<file path="src/rtl/exec_sequencer.sv">
// exec_sequencer
// Multi-cycle fetch/decode/execute/writeback controller. Fetches 32-bit
// instructions over a valid/ready instruction-memory port, holds the current
// instruction for the decoder, drives register-file addresses, captures the
// ALU result in EXEC and commits it in WB.
//
// Ports:
//   clk, rst              clock, synchronous active-high reset
//   start                 begin / restart execution (IDLE or HALT only)
//   imem_req/addr         fetch request and address (address equals pc)
//   imem_ready/rdata      memory handshake and returned instruction
//   instr                 instruction register
//   rf_raddr1/2           source register addresses from instr
//   rf_we/waddr/wdata     register-file write port (write only in WB)
//   alu_result            result from the execute datapath
//   pc, busy, halted      program counter and status
//   illegal               sticky flag: halted on an unsupported opcode
//   retired               count of committed instructions
module exec_sequencer #(
  parameter int          N        = 32,
  parameter logic [31:0] RESET_PC = 32'h0000_0000
) (
  input  logic         clk,
  input  logic         rst,
  input  logic         start,
  output logic         imem_req,
  output logic [31:0]  imem_addr,
  input  logic         imem_ready,
  input  logic [31:0]  imem_rdata,
  output logic [31:0]  instr,
  output logic [4:0]   rf_raddr1,
  output logic [4:0]   rf_raddr2,
  output logic         rf_we,
  output logic [4:0]   rf_waddr,
  output logic [N-1:0] rf_wdata,
  input  logic [N-1:0] alu_result,
  output logic [31:0]  pc,
  output logic         busy,
  output logic         halted,
  output logic         illegal,
  output logic [31:0]  retired
);

  typedef enum logic [2:0] {
    S_IDLE,
    S_FETCH,
    S_DECODE,
    S_EXEC,
    S_WB,
    S_HALT
  } state_t;

  localparam logic [6:0]  OP_RTYPE = 7'b0110011;
  localparam logic [6:0]  OP_ITYPE = 7'b0010011;
  localparam logic [31:0] ECALL    = 32'h0000_0073;

  state_t         state_reg;
  logic [31:0]    pc_reg;
  logic [31:0]    instr_reg;
  logic [31:0]    retired_reg;
  logic [N-1:0]   wdata_reg;
  logic           illegal_reg;

  always_ff @(posedge clk) begin
    if (rst) begin
      state_reg   <= S_IDLE;
      pc_reg      <= RESET_PC;
      instr_reg   <= 32'h0;
      retired_reg <= 32'h0;
      wdata_reg   <= '0;
      illegal_reg <= 1'b0;
    end else begin
      case (state_reg)
        S_IDLE: begin
          if (start) state_reg <= S_FETCH;
        end
        S_FETCH: begin
          // Request stays up with a stable address until memory accepts it.
          if (imem_ready) begin
            instr_reg <= imem_rdata;
            state_reg <= S_DECODE;
          end
        end
        S_DECODE: begin
          if (instr_reg[6:0] == OP_RTYPE || instr_reg[6:0] == OP_ITYPE) begin
            state_reg <= S_EXEC;
          end else if (instr_reg == ECALL) begin
            state_reg <= S_HALT;
          end else begin
            state_reg   <= S_HALT;
            illegal_reg <= 1'b1;
          end
        end
        S_EXEC: begin
          wdata_reg <= alu_result;
          state_reg <= S_WB;
        end
        S_WB: begin
          // Commit: both counters wrap naturally at 2^32.
          pc_reg      <= pc_reg + 32'd4;
          retired_reg <= retired_reg + 32'd1;
          state_reg   <= S_FETCH;
        end
        S_HALT: begin
          if (start) begin
            pc_reg      <= RESET_PC;
            illegal_reg <= 1'b0;
            state_reg   <= S_FETCH;
          end
        end
        default: state_reg <= S_IDLE;
      endcase
    end
  end

  // Outputs decode from state and the instruction register only, so there is
  // no combinational path from imem_ready or alu_result.
  assign imem_req  = (state_reg == S_FETCH);
  assign imem_addr = pc_reg;
  assign instr     = instr_reg;
  assign rf_raddr1 = instr_reg[19:15];
  assign rf_raddr2 = instr_reg[24:20];
  assign rf_waddr  = instr_reg[11:7];
  // x0 is hard-wired zero, so a write to it is suppressed.
  assign rf_we     = (state_reg == S_WB) && (instr_reg[11:7] != 5'd0);
  assign rf_wdata  = wdata_reg;
  assign pc        = pc_reg;
  assign busy      = (state_reg == S_FETCH) || (state_reg == S_DECODE) ||
                     (state_reg == S_EXEC)  || (state_reg == S_WB);
  assign halted    = (state_reg == S_HALT);
  assign illegal   = illegal_reg;
  assign retired   = retired_reg;

endmodule

</file>
<file path="config.mk">
export PLATFORM = sky130hd
export DESIGN_NAME = exec_sequencer
export DESIGN_NICKNAME = d
export VERILOG_FILES = /design/src/rtl/exec_sequencer.sv
export SDC_FILE = /design/constraint.sdc
export NUM_CORES = 1
export LEC_CHECK = 0
export ABC_AREA = 1
export BUFFER_PORTS_ARGS = -buffer_cell sky130_fd_sc_hd__buf_2
export CAP_MARGIN = 10
export CORE_UTILIZATION = 41
export CTS_BUF_LIST = sky130_fd_sc_hd__clkbuf_8
export DETAILED_ROUTE_END_ITERATION = 16
export PLACE_DENSITY = 0.8
export SETUP_SLACK_MARGIN = 0.5
export SYNTH_ARGS = -nofsm -noshare
export SYNTH_HDL_FRONTEND = slang
export SYNTH_SLANG_ARGS = --single-unit
</file>
<file path="constraint.sdc">
create_clock -name clk -period 1.35 [get_ports clk]
set_input_delay 0.135 -clock clk [delete_from_list [all_inputs] [get_ports clk]]
set_output_delay 0.135 -clock clk [all_outputs]
set_load 0.1 [all_outputs]
</file>
==> impl_metrics.tcl, run 1 <==
set metrics [dict create \
    cts_max_level 4 \
    crit_endpoint "rf_we" \
    die-height_um 127 \
    cts_made_buffers 17 \
    synth_edf_count 0 \
    synthDistinctLibCells 35 \
    status "did not finish" \
    syn_area_um2 6370 \
    dp.cells 1345 \
    async_flop_share_pct 0 \
    start_util_pct 41.9 \
    ys_ff_latch 130 \
    synth_flop_cell "dfxtp_1" \
    portBuffers 243 \
    grt_usage_pct 86.9 \
    place.gp.congestion 0.870 \
    lastStage "5_1_grt" \
    seq_area_frac_synth_pct 40.9 \
    ios 248 \
    ctsLongestPathBuffers 2 \
    cts_root_buf "clkbuf_8" \
    yosysWarnings 0 \
    dp_hpwl_um 13200 \
    clock-sinks 130 \
    error "[ERROR GRT-0232] Routing congestion too high. Check the congestion heatmap in the GUI." \
    rows 45 \
    die_x_um 127 \
    grt_max_degree 91 \
    grt_overflow 451 \
    syn-mean-instance-area_um2 6.77 \
    worst-ep-kind "top-level output" \
    postSynthCellCount 941 \
]
-- cells by family after synthesis --
| family | Yosys count | synth area share [%] |
|---|---|---|
| and+or+nand+nor | 507 | 33.9 |
| buffers and inverters | 173 | 14.1 |
| DFF | 130 | 40.9 |
| AOI/OAI and AO/OA | 124 | 10.1 |
| xor gates and xnor gates | 4 | 0.550 |
| adders and majority gates | 2 | 0.393 |
| other | 1 | 0.0589 |
-- timing repair --
action / in CTS
hold buffers: 64
endpoints found under the setup margin: 306
cloned: 8
pin swaps: 57
setup buffers: 57
gates resized for setup: 811
hold endpoints to repair: 64
-- per-layer routing --
metal | GRT usage (%) | GRT overflow
met1 | 80.9 | 0
met2 | 107 | 267
met3 | 67.7 | 3
met4 | 104 | 178
met5 | 27.2 | 3
-- metrics by stage --
step / util, % / area, µm² / hold WS, ns / setup WS, ns / setup TNS [ns]
3_3_place_gp: 55.5 / 8440 / 0.369 / -0.166 / -1.79
3_5_place_dp: 55.5 / 8440 / 0.377 / -0.151 / -3.20
4_1_cts: 86.8 / 13200 / 0.000173 / -0.324 / -7.27
2_1_floorplan: - / 7600 / 0.279 / -0.352 / -11.52
-- synthesized netlist by cell type, drive strengths merged (2+ instances only) --
master / number / area [µm²]
a21oi: 30 / 150
a31oi: 4 / 25.0
buf: 66 / 498
clkbuf: 13 / 48.8
dfxtp: 130 / 2600
ha: 2 / 25.0
inv: 94 / 353
nand2: 167 / 649
nand3: 53 / 280
nand4: 19 / 119
nor2: 258 / 1050
nor3: 5 / 25.0
o211ai: 2 / 20.0
o21ai: 86 / 430
xor2: 4 / 35.0
==> inputs of run 2 (changes only) <==
CORE_UTILIZATION = 26   (was 41)
CTS_BUF_LIST = default   (was sky130_fd_sc_hd__clkbuf_8)
PLACE_DENSITY = default   (was 0.8)
PLACE_DENSITY_LB_ADDON = 0.15   (was default)
SETUP_SLACK_MARGIN = default   (was 0.5)
clock period = 1.75 ns   (was 1.35 ns; I/O delays follow)
==> impl_metrics.tcl, run 2 <==
set metrics [dict create \
    r2r_setup_slack_ns 0.17 \
    synth_edf_count 0 \
    finClkSkew_ns 0.0108 \
    synth_flop_cell "dfxtp_1" \
    cts_tree "done" \
    cp-end-kind "primary output" \
    synth_top_area_share_pct 40.9 \
    fin_total_pwr_mw 10.9 \
    layout_commonest_cell "nor2_1" \
    ant_nets 0 \
    leakagePower_nw 4.28 \
    grt_max_degree 92 \
    clkLatencyLatePin_ns 0.42 \
    die_x_um 158 \
    setup_viol_count_final 0 \
    hold_class "input port to flop" \
    syn-mean-instance-area_um2 6.77 \
    num-nets-final 1259 \
    yosysWarnings 0 \
    startpoint_type "flop" \
    rows 56 \
    fmax_ghz 0.606 \
    drt_wl_total_um 19100 \
    hp-start "imem_rdata[29]" \
    grt_pass1_wl_um 30600 \
    hold_end "instr[29]" \
    coreArea_um2 23800 \
    final.min_clock_period_ns 1.65 \
    die-area_um2 25100 \
    synthDistinctLibCells 35 \
    ir_worst_vdd_mv 0.606 \
    place.gp.congestion 0.793 \
    async_flop_share_pct 0 \
    vias_per_cell 4.25 \
    r2r-start "imem_addr[3]" \
    ys_ff_latch 130 \
    fin_util_pct 37.1 \
    worst_slew_pin_slew_ns 0.526 \
    maxSlewViolCount 0 \
    maxSlewHeadroom_pct 65.1 \
    cts_made_buffers 17 \
    synth_commonest_cells "nor2_1 (244), nand2_1 (162), dfxtp_1 (130)" \
    grt_usage_pct 15.6 \
    seq_area_frac_synth_pct 40.9 \
    die-height_um 158 \
    path_max_fanout 5 \
    ys_top_cells_by_area "dfxtp_1 (41%), nor2_1 (14%), nand2_1 (9.6%)" \
    ctsLongestPathBuffers 2 \
    cap_viol_max_count 0 \
    status "finished, final reports clean" \
    hold_depth 3 \
    cp.arrival_ns 1.48 \
    ios 248 \
    start_util_pct 26.8 \
    cts_max_level 4 \
    portBuffers 243 \
    reg2reg_depth 8 \
    clk_pin_slew_ns 0.06 \
    fill_cells 2589 \
    p_per_area_nw_per_um2 1230 \
    dr.pass1.iters 4 \
    vias 6461 \
    required_ns 1.57 \
    clock-sinks 130 \
    syn_area_um2 6370 \
    drive_gt1_share_pct 32.4 \
    hold_violations 0 \
    drc 0 \
    area_growth_syn_to_layout_pct 38.5 \
    yosysMostFrequentCell "nor2_1" \
    fin_crit_sh_pct 94.3 \
    post-synth-top-area-cell "dfxtp_1" \
    postSynthCellCount 941 \
    startpoint "state_reg[1]" \
    tns_ns 0 \
    critical_path_class "flop to primary output" \
    grt_pass1_vias 6059 \
    rsz0062_at_grt "false" \
    cts_root_buf "clkbuf_16" \
    antenna_found_initial 1 \
    drtIter0Drc 321 \
    dp_hpwl_um 13800 \
    grt_overflow 0 \
    r2r_end "imem_addr[14]" \
    wire_per_inst_um 12.5 \
    final_cell_mix "nor2_1 (244), buf_2 (240), nand2_1 (158)" \
]
==> run 2: report_power, final <==
part | switching, mW | total, mW | internal, mW | leakage (nW)
Clock | 1.53 | 3.68 | 2.15 | 0.294
Combinational | 3.04 | 3.79 | 0.751 | 2.90
Sequential | 0.190 | 3.39 | 3.20 | 1.08
==> run 2: logic make-up (layout without fill, tap and decap cells) <==
family	after synthesis	in the layout	synth area share [%]
AOI/OAI and AO/OA	124	124	10.1
DFF	130	130	40.9
adders and majority gates	2	2	0.393
xor gates and xnor gates	4	4	0.550
and+or+nand+nor	507	507	33.9
other	1	5	0.0589
buffers and inverters	173	431	14.1
==> run 2: worst max-delay path by stage <==
stage               slack, ns            end  depth (start not counted)
floorplan               0.006    retired[31]                          7
global placement         0.09  imem_addr[13]                          6
detailed placement       0.12  imem_addr[13]                          6
CTS                      0.02          rf_we                          6
global route            0.009  imem_addr[14]                          8
finish                    0.1         halted                          4
==> run 2: per-layer routing <==
metal | vias to the layer above | global-route usage, % | part of all wire [%]
li1 | 3421 | - | -
met1 | 2875 | 19.0 | 45
met2 | 150 | 27.2 | 49
met3 | 15 | 3.73 | 4.5
met4 | 0 | 4.67 | 0.98
met5 | - | 0 | 0
==> run 2: per-stage QoR <==
stage / instances / worst slack (ns) / instance area (µm²) / hold slack [ns]
floorplan: 944 / 0.00553 / 6500 / 0.321
global route: 1522 / 0.00933 / 8810 / 0.00541
finish: 1522 / 0.0994 / 8810 / 0.00913
CTS: 1519 / 0.0231 / 8790 / 0.000152
global placement: 1444 / 0.0945 / 7760 / 0.410
detailed placement: 1444 / 0.119 / 7760 / 0.421
==> run 2: layout make-up <==
type	count	area, µm²	share of cell area [%]
sequential	130	2700	30.6
clock inverter	15	171	1.94
clock buffer	17	425	4.83
inverter	94	355	4.03
tap	319	399	4.53
antenna	1	2.50	0.0284
timing repair buffer	305	1870	21.2
multi-input combinational	641	2900	32.8
==> run 2: what timing repair did <==
item,4_1_cts,5_1_grt
buffers inserted,1,2
endpoints found under the setup margin,1,10
pin swaps,1,3
cloned,0,0
hold buffers,42,0
resized for setup,1,4
hold endpoints to repair,42,0
==> run 2: critical path, stage by stage, from the launching register on <==
cell     delay, ns
dfxtp_2       0.35
inv_2         0.10
nand3_1       0.10
inv_1         0.07
buf_2         0.43
No activity file was read; power rests on OpenSTA's default activity.
==> inputs of run 3 (changes only) <==
CORE_ASPECT_RATIO = 0.6   (was default)
==> impl_metrics.tcl, run 3 (synthesized netlist as in run 2, its figures left out) <==
set metrics [dict create \
    area_growth_syn_to_layout_pct 40.2 \
    die-height_um 123 \
    maxSlewHeadroom_pct 64.6 \
    tns_ns 0 \
    stdcell_area_um2 8930 \
    grt_pass1_vias 5735 \
    ant_nets 0 \
    n_antenna_cell 0 \
    startpoint_type "flop" \
    die-area_um2 25100 \
    dp_slack_ns 0.144 \
    ctsLongestPathBuffers 2 \
    final_cell_mix "nor2_1 (243), buf_2 (239), nand2_1 (160)" \
    path_cells "inv_4 > nor2_4 > nand2_4 > nand4_1 > buf_12" \
    dr.pass1.iters 5 \
    critical_path_class "flop to primary output" \
    grt_max_degree 92 \
    clkLatencyLatePin_ns 0.42 \
    num-nets-final 1268 \
    drive_gt1_share_pct 32.1 \
    setup_ws_ns 0.0821 \
    cts_made_buffers 17 \
    slowest_stage "dfxtp_4" \
    antenna_found_initial 0 \
    dp_hpwl_um 14500 \
    die_x_um 204 \
    reg2reg_depth 8 \
    hold_depth 3 \
    clock-sinks 130 \
    placed_cell_area_um2 7760 \
    place.gp.congestion 0.819 \
    rows 43 \
    clk_pin_slew_ns 0.06 \
    cp-end-kind "primary output" \
    vias_per_cell 4.32 \
    fin_util_pct 37.9 \
    portBuffers 243 \
    drt_wl_total_um 20200 \
    ir_worst_vdd_mv 0.807 \
    fin_total_pwr_mw 11.0 \
    fmax_ghz 0.600 \
    grt_usage_pct 16.3 \
    hold_class "input port to flop" \
    path_max_fanout 19 \
    ios 248 \
    p_per_area_nw_per_um2 1230 \
    cts_max_level 4 \
    hold_violations 0 \
    wire_per_inst_um 13.2 \
    cp.arrival_ns 1.49 \
    cts_root_buf "clkbuf_16" \
    required_ns 1.57 \
    drtIter0Drc 332 \
    final.min_clock_period_ns 1.67 \
    layout_commonest_cell "nor2_1" \
    leakagePower_nw 4.34 \
    cts_tree "done" \
    drc 0 \
    setup_viol_count_final 0 \
    maxSlewViolCount 0 \
    finClkSkew_ns 0.00662 \
    grt_pass1_wl_um 31300 \
    cap_viol_max_count 0 \
    start_util_pct 27.0 \
    grt_overflow 0 \
    coreArea_um2 23600 \
    status "finished, final reports clean" \
    fin_crit_sh_pct 95.3 \
    worst_slew_pin_slew_ns 0.534 \
    rsz0062_at_grt "true" \
    vias 6589 \
    cpPeakStageDelay_ns 0.39 \
]
[run 3: changes by cell type in the layout (fill, tap and decap cells not counted), moves of 2 or more]
cell           delta
buf_4             +2
clkbuf_16         +2
clkbuf_8          +3
clkinv_4          +2
dlygate4sd3_1     +8
inv_6             -6
inv_8             -2
nand2_1           +2
nand2_2           -2
[run 3: per-layer routing]
layer	part of all wire, %	GRT usage, %	vias up
met5	0	0	-
met4	1.0	4.62	0
met3	5.1	4.48	13
met2	40	23.0	169
met1	54	23.8	2978
li1	-	-	3429
[run 3: path summary, 6_finish.rpt]
check | end | start | slack [ns]
max | busy | state_reg[0] | 0.08
min | rf_wdata[11] | alu_result[11] | 0.02
max reg2reg | imem_addr[18] | imem_addr[2] | 0.17
min reg2reg | illegal | illegal | 0.44
[run 3: timing repair]
action / 4_1_cts / 5_1_grt
endpoints found under the setup margin: 3 / 7
setup buffers: 1 / 1
resized for setup: 5 / 4
hold buffers: 50 / 0
cloned: 0 / 0
pin swaps: 1 / 2
hold endpoints to repair: 50 / 0
[run 3: where the power goes]
part	switching [mW]	internal, mW	total [mW]
registers	0.193	3.20	3.39
logic	3.06	0.735	3.79
clock network	1.41	2.39	3.80
[run 3: stage by stage]
stage	cells	hold WS [ns]
final	1526	0.0243
after global placement	1442	0.416
after global routing	1526	0.00442
after detailed placement	1442	0.416
after floorplan	944	0.321
after CTS	1525	0.00154
[run 3: worst max-delay path, delay by kind of cell (launching register included)]
kind,cells,cell delay (ns)
simple gates,3,0.43
buf+inv,2,0.25
flops,1,0.39
[run 3: layout make-up]
type | count | area (µm²)
clock inverter | 10 | 119
multi-input combinational | 641 | 2890
timing repair buffer | 314 | 1950
inverter | 94 | 358
clock buffer | 22 | 517
sequential | 130 | 2700
fill | 2529 | 14600
tap | 315 | 394
